### src/rtl/mips_defs.sv
`default_nettype none
// ============================================================================
// Module      : mips_defs (package)
// Description : Shared definitions for the MIPS pipeline control slice:
//               controller state encodings, HALT opcode and the default
//               number of drain cycles after HALT leaves ID.
// Revision    : 1.0 - initial release
// ============================================================================
package mips_defs;

  // Primary opcode of the HALT instruction, decoded in ID.
  localparam logic [5:0] c_OP_HALT = 6'h3F;

  // Advancing cycles needed to retire HALT once it leaves ID (ID->EX->MEM->WB).
  localparam int c_DRAIN_CYCLES = 3;

  // Controller states; the encoding is visible on o_State.
  typedef enum logic [2:0] {
    ST_IDLE  = 3'd0,
    ST_RUN   = 3'd1,
    ST_PAUSE = 3'd2,
    ST_STEP  = 3'd3,
    ST_DRAIN = 3'd4,
    ST_DONE  = 3'd5
  } state_t;

endpackage
`default_nettype wire

### src/rtl/hazard_unit.sv
`default_nettype none
// ============================================================================
// Module      : hazard_unit
// Description : Load-use hazard detection. Flags the case where the load
//               in EX writes a register read by the instruction in ID.
// Ports       : i_ID_EX_MemRead - load in EX
//               i_ID_EX_Rt      - load destination register
//               i_IF_ID_Rs/Rt   - source registers of the instruction in ID
//               o_Hazard        - load-use hazard present this cycle
// Revision    : 1.0 - initial release
// ============================================================================
module hazard_unit (
  input  logic       i_ID_EX_MemRead,
  input  logic [4:0] i_ID_EX_Rt,
  input  logic [4:0] i_IF_ID_Rs,
  input  logic [4:0] i_IF_ID_Rt,
  output logic       o_Hazard
);

  // $zero is never a real dependency, so a load targeting it cannot stall.
  assign o_Hazard = i_ID_EX_MemRead && (i_ID_EX_Rt != 5'd0) &&
                    ((i_ID_EX_Rt == i_IF_ID_Rs) || (i_ID_EX_Rt == i_IF_ID_Rt));

endmodule
`default_nettype wire

### src/rtl/pipeline_ctrl.sv
`default_nettype none
// ============================================================================
// Module      : pipeline_ctrl
// Description : Pipeline run/step/halt controller. Sequences IDLE, RUN,
//               PAUSE/STEP (debug single-step), DRAIN (retire HALT) and DONE,
//               generates stall/flush/bubble controls and counts advancing
//               cycles.
// Ports       : clk, rst             - clock, synchronous active-high reset
//               i_Start, i_Step_Mode - launch; mode sampled with i_Start
//               i_Step               - single-step pulse while paused
//               i_Halt_ID            - HALT decoded in ID
//               i_ID_EX_MemRead, i_ID_EX_Rt, i_IF_ID_Rs, i_IF_ID_Rt - hazard
//               i_Branch_Taken       - taken branch/jump resolved in ID
//               o_Stall, o_IF_Flush, o_ID_EX_Bubble, o_Halt - pipeline ctrl
//               o_State, o_Cycles, o_Done - status
// Revision    : 1.0 - initial release
// ============================================================================
module pipeline_ctrl
  import mips_defs::*;
#(
  parameter int DRAIN_CYCLES = c_DRAIN_CYCLES
) (
  input  logic        clk,
  input  logic        rst,
  input  logic        i_Start,
  input  logic        i_Step_Mode,
  input  logic        i_Step,
  input  logic        i_Halt_ID,
  input  logic        i_ID_EX_MemRead,
  input  logic [4:0]  i_ID_EX_Rt,
  input  logic [4:0]  i_IF_ID_Rs,
  input  logic [4:0]  i_IF_ID_Rt,
  input  logic        i_Branch_Taken,
  output logic        o_Stall,
  output logic        o_IF_Flush,
  output logic        o_ID_EX_Bubble,
  output logic        o_Halt,
  output logic [2:0]  o_State,
  output logic [31:0] o_Cycles,
  output logic        o_Done
);

  state_t      r_state;
  state_t      w_next_state;
  logic [31:0] r_drain_cnt;
  logic [31:0] w_next_drain;
  logic [31:0] r_cycles;
  logic        w_hazard;

  hazard_unit u_hazard (
    .i_ID_EX_MemRead (i_ID_EX_MemRead),
    .i_ID_EX_Rt      (i_ID_EX_Rt),
    .i_IF_ID_Rs      (i_IF_ID_Rs),
    .i_IF_ID_Rt      (i_IF_ID_Rt),
    .o_Hazard        (w_hazard)
  );

  always_ff @(posedge clk) begin
    if (rst) begin
      r_state     <= ST_IDLE;
      r_drain_cnt <= 32'd0;
      r_cycles    <= 32'd0;
    end else begin
      r_state     <= w_next_state;
      r_drain_cnt <= w_next_drain;
      // Stalled cycles still advance the clocked pipeline, so they count.
      if (!o_Halt) begin
        r_cycles <= r_cycles + 32'd1;
      end
    end
  end

  always_comb begin
    w_next_state   = r_state;
    w_next_drain   = r_drain_cnt;
    o_Stall        = 1'b0;
    o_IF_Flush     = 1'b0;
    o_ID_EX_Bubble = 1'b0;
    o_Halt         = 1'b1;

    case (r_state)
      ST_IDLE: begin
        if (i_Start) begin
          w_next_state = i_Step_Mode ? ST_PAUSE : ST_RUN;
        end
      end

      ST_PAUSE: begin
        if (i_Step) begin
          w_next_state = ST_STEP;
        end
      end

      ST_RUN, ST_STEP: begin
        o_Halt = 1'b0;
        // Load-use stall takes priority over a branch flush: the branch
        // is re-evaluated once the dependency clears.
        if (w_hazard) begin
          o_Stall        = 1'b1;
          o_ID_EX_Bubble = 1'b1;
        end else if (i_Branch_Taken) begin
          o_IF_Flush = 1'b1;
        end
        // HALT only leaves ID when ID is not held by a stall.
        if (i_Halt_ID && !w_hazard) begin
          w_next_state = ST_DRAIN;
          w_next_drain = 32'(DRAIN_CYCLES);
        end else if (r_state == ST_STEP) begin
          w_next_state = ST_PAUSE;
        end
      end

      ST_DRAIN: begin
        o_Halt     = 1'b0;
        // Keep fetching NOPs so nothing past HALT enters the pipe.
        o_IF_Flush = 1'b1;
        if (r_drain_cnt <= 32'd1) begin
          w_next_drain = 32'd0;
          w_next_state = ST_DONE;
        end else begin
          w_next_drain = r_drain_cnt - 32'd1;
        end
      end

      ST_DONE: begin
        w_next_state = ST_DONE;
      end

      default: begin
        w_next_state = ST_IDLE;
      end
    endcase
  end

  assign o_State  = r_state;
  assign o_Cycles = r_cycles;
  assign o_Done   = (r_state == ST_DONE);

endmodule
`default_nettype wire

### config.mk
export PLATFORM = sky130hd
export DESIGN_NAME = pipeline_ctrl
export DESIGN_NICKNAME = d
export VERILOG_FILES = /design/src/rtl/mips_defs.sv /design/src/rtl/hazard_unit.sv /design/src/rtl/pipeline_ctrl.sv
export SDC_FILE = /design/constraint.sdc
export NUM_CORES = 1
export LEC_CHECK = 0
export CORE_MARGIN = 1.5
export CORE_UTILIZATION = 30
export CTS_CLUSTER_DIAMETER = 50
export DETAILED_ROUTE_END_ITERATION = 8
export PLACE_DENSITY = 0.6
export SYNTH_ARGS = -nofsm -noshare
export SYNTH_HDL_FRONTEND = slang
export SYNTH_HIERARCHICAL = 1
export SYNTH_SLANG_ARGS = --single-unit
### constraint.sdc
create_clock -name clk -period 3.67 [get_ports clk]
set_input_delay 1.101 -clock clk [delete_from_list [all_inputs] [get_ports clk]]
set_output_delay 1.101 -clock clk [all_outputs]
set_load 0.1 [all_outputs]
==> results.tsv <==
stage	metric	value	unit
setup_path	Setup crit end kind	output port	
power	Total Power	3.17	mW
layout	final core utilization	0.407	
place	Port Buffers	62	
synthesis	synthesized area per cell	7.99	µm²
setup_path	Setup Crit Path Kind	in2out	
setup_path	WP data arrival	2.55	ns
cts	Skew-Pair Late Insertion Delay	0.33	ns
global_route	initial antenna violation count	0	
cts	CTS tree	built	
sta	Setup Skew	0.00596	ns
place	Placed Area	4370	µm²
synthesis	FFs w/ async S/R, synth	0	
synthesis	cell count after synthesis	448	
layout	most common cell after layout, fill and taps aside	dfxtp_1	
sta	Max Freq	274	MHz
floorplan	core area	11500	µm²
cts	CTS root buffer	clkbuf_16	
floorplan	Std-Cell Rows	39	
route	Initial DRT Pass Iterations	4	
place	post-place setup slack	-0.232	ns
job	MaxCap Viol Count	0	
sta	worst slew pin tran	0.711	ns
cts	CTS Hold Bufs	0	
floorplan	Die Y	112	µm
floorplan	Die ar.	12600	µm²
sta	Final Max Slew Viols	0	
sta	max_slew headroom	0.522	
power	Flop pwr share	0.281	
synthesis	Syn. warnings	6	
route	DRC viols	0	
route	DRT antenna net count	0	
min_path	hold path startpoint	r_drain_cnt[11]$_SDFFE_PP0P_	
run_status	status	complete, no violations	
global_route	GRT Overall Usage	0.150	
floorplan	effective utilization at floorplan	0.311	
layout	share of cells above drive strength 1	0.185	
layout	Layout Area Growth over Synthesis	30.8	%
cts	Clock Path Buffers	2	
synthesis	Cell variety after synth	48	
layout	# diodes	0	
synthesis	syn_nets	474	
layout	post-route cell area	4680	µm²
synthesis	post-synthesis xor/xnor area fraction	0.0906	
setup_path	critical path required time	2.57	ns
cts	CTS sink count	67	
cts	H-tree depth reported by CTS	3	
layout	# nets final	540	
setup_path	R2R Setup Slk	0.59	ns
setup_path	worst r2r src	r_drain_cnt[12]$_SDFFE_PP0P_	
place	DP Wirelength	6640	µm
sta	final setup TNS	0	ns
min_path	Hold Path Stages	2	
cts	clk slew on worst S/H paths	0.06	ns
route	routed wire length per instance	14.0	µm
setup_path	critical-path maximum fanout	3	
power	Comb pwr share	0.444	
sta	crit share post-route	0.994	
min_path	Worst Hold Class	reg2reg	
setup_path	FF-to-FF End	r_drain_cnt[15]$_SDFFE_PP0P_	
sta	# setup viols final	0	
global_route	number of global-route vias before repair	3294	
power	Int Pwr	1.83	mW
synthesis	number of flops mapped to enable cells by yosys	0	
synthesis	Synth area leaders	dfxtp_1, xnor2_1, o21ai_0	
setup_path	CP Launch Type	input port	
floorplan	I/O pins	63	
global_route	pin count of the biggest net entering global routing	34	
power	PwrDens	677	nW/µm²
cts	CTS buffer count	9	
sta	RSZ-0062 raised after global routing	yes	
cts	# Post-CTS Setup Buffers	0	
route	DR vias/cell	5.32	
power	Worst VDD drop	0.348	mV
synthesis	area leader, netlist	dfxtp_1	
synthesis	area share of fa/ha/maj cells after synthesis	0.0105	
power	sw frac	0.422	
floorplan	Die Width	112	µm
sta	Final Hold Viols	0	
synthesis	number of synthesized register bits	67	
route	routed vias	3521	
power	LEAKAGE	1.71	nW
min_path	sink of the worst hold path	r_drain_cnt[11]$_SDFFE_PP0P_	
place	RD Place Congestion	0.785	
sta	Setup WS post-layout	0.0207	ns
route	Post-Route WL	9270	µm
route	Starting DRT DRC Count	153	
setup_path	Worst R2R Path Depth	5	
synthesis	Synth Area in Compound Gates	0.171	
synthesis	dominant synthesized flop cell	dfxtp_1	
setup_path	worst setup path startpoint	i_ID_EX_Rt[3]	
synthesis	Post-Synth Simple-Gate Area	0.288	
sta	minimum clock period	3.65	ns
power	Switch Pwr	1.34	mW
synthesis	main combinational cell family by area after synthesis	simple AND/OR/NAND/NOR gates	
layout	most frequent cells in the layout	dfxtp_1, buf_4, nor2_1	
synthesis	mux share of post-synthesis cell area	0.00559	
global_route	first-pass GRT wire length	15700	µm
synthesis	Yosys top cell area share	0.375	
synthesis	Seq/Total Area, Yosys	0.375	
power	power share of the clock group	0.275	
synthesis	Syn Std Cell Area	3580	µm²
global_route	grt total ovfl	0	
## layout make-up
cell class	instances	area (µm²)
clock buffer	10	239
clock inverter	6	63.8
fill	1174	6830
inverter	23	86.3
multi-input combinational	330	2070
sequential	67	1340
tap	143	179
timing repair buffer	83	706
## sequential cells by signal (all words and copies together), names as in the netlist
signal,cells
o_Cycles,32
o_State,3
r_drain_cnt,32
## how the worst max path moves through the flow
stage	end
after detailed placement	o_ID_EX_Bubble
after global placement	o_IF_Flush
after global routing	o_IF_Flush
after floorplan	o_IF_Flush
after CTS	o_IF_Flush
final	o_IF_Flush
## per-stage QoR
stage | hold WS [ns] | std cells
after floorplan | 0.429 | 448
after global placement | 0.445 | 646
after detailed placement | 0.463 | 646
after CTS | 0.471 | 662
after global routing | 0.494 | 662
final | 0.465 | 662
## Yosys cell counts, drive strengths merged (2+ instances only)
master   count
dfxtp       67
nor2        34
nand2       32
o21ai       27
xnor2       26
a21oi       24
inv         23
clkbuf      22
nand3       21
nor4        19
or3         19
a31oi       18
nor3        18
or4         16
xor2        11
nand4        8
o31ai        8
buf          6
and4         5
nor2b        4
o211ai       4
ha           3
nand2b       3
o2111ai      3
o22ai        3
a211oi       2
a41oi        2
and2         2
mux2i        2
nand4b       2
o21a         2
or2          2
## layer usage
layer  wire [µm]  up-vias  share of wire  track usage
li1            -     1773              -            -
met1        4450     1681           0.48        0.198
met2        4410       56           0.48        0.249
met3         307       11          0.033       0.0232
met4         107        0          0.012       0.0540
met5           0        -              0            0
## critical path: stages
cell and delay, ns:
clkdlybuf4s15_2 0.21, or4_4 0.54, o21ai_2 0.21, a21oi_4 0.06, o31ai_4 0.21, buf_12 0.21
## timing repair
item | CTS | global route
gates resized for setup | 18 | 2
pin swaps | 8 | 2
endpoints found under the setup margin | 3 | 3
gates cloned | 0 | 0
## cell families after synthesis
| logic type | Yosys count |
|---|---|
| compound gates | 99 |
| xor+xnor | 37 |
| fa+ha+maj | 3 |
| buf+inv | 51 |
| flops | 67 |
| mux | 2 |
| simple gates | 189 |
## power by group through the flow
stage	clock network (mW)	registers [mW]	logic, mW
CTS	0.885	0.889	1.41
finish	0.871	0.891	1.41
global placement	0	0.901	1.38
global route	0.914	0.904	1.55
detailed placement	0	0.905	1.40
floorplan	0	0.952	1.05
Power figures use the tool's default switching activity.
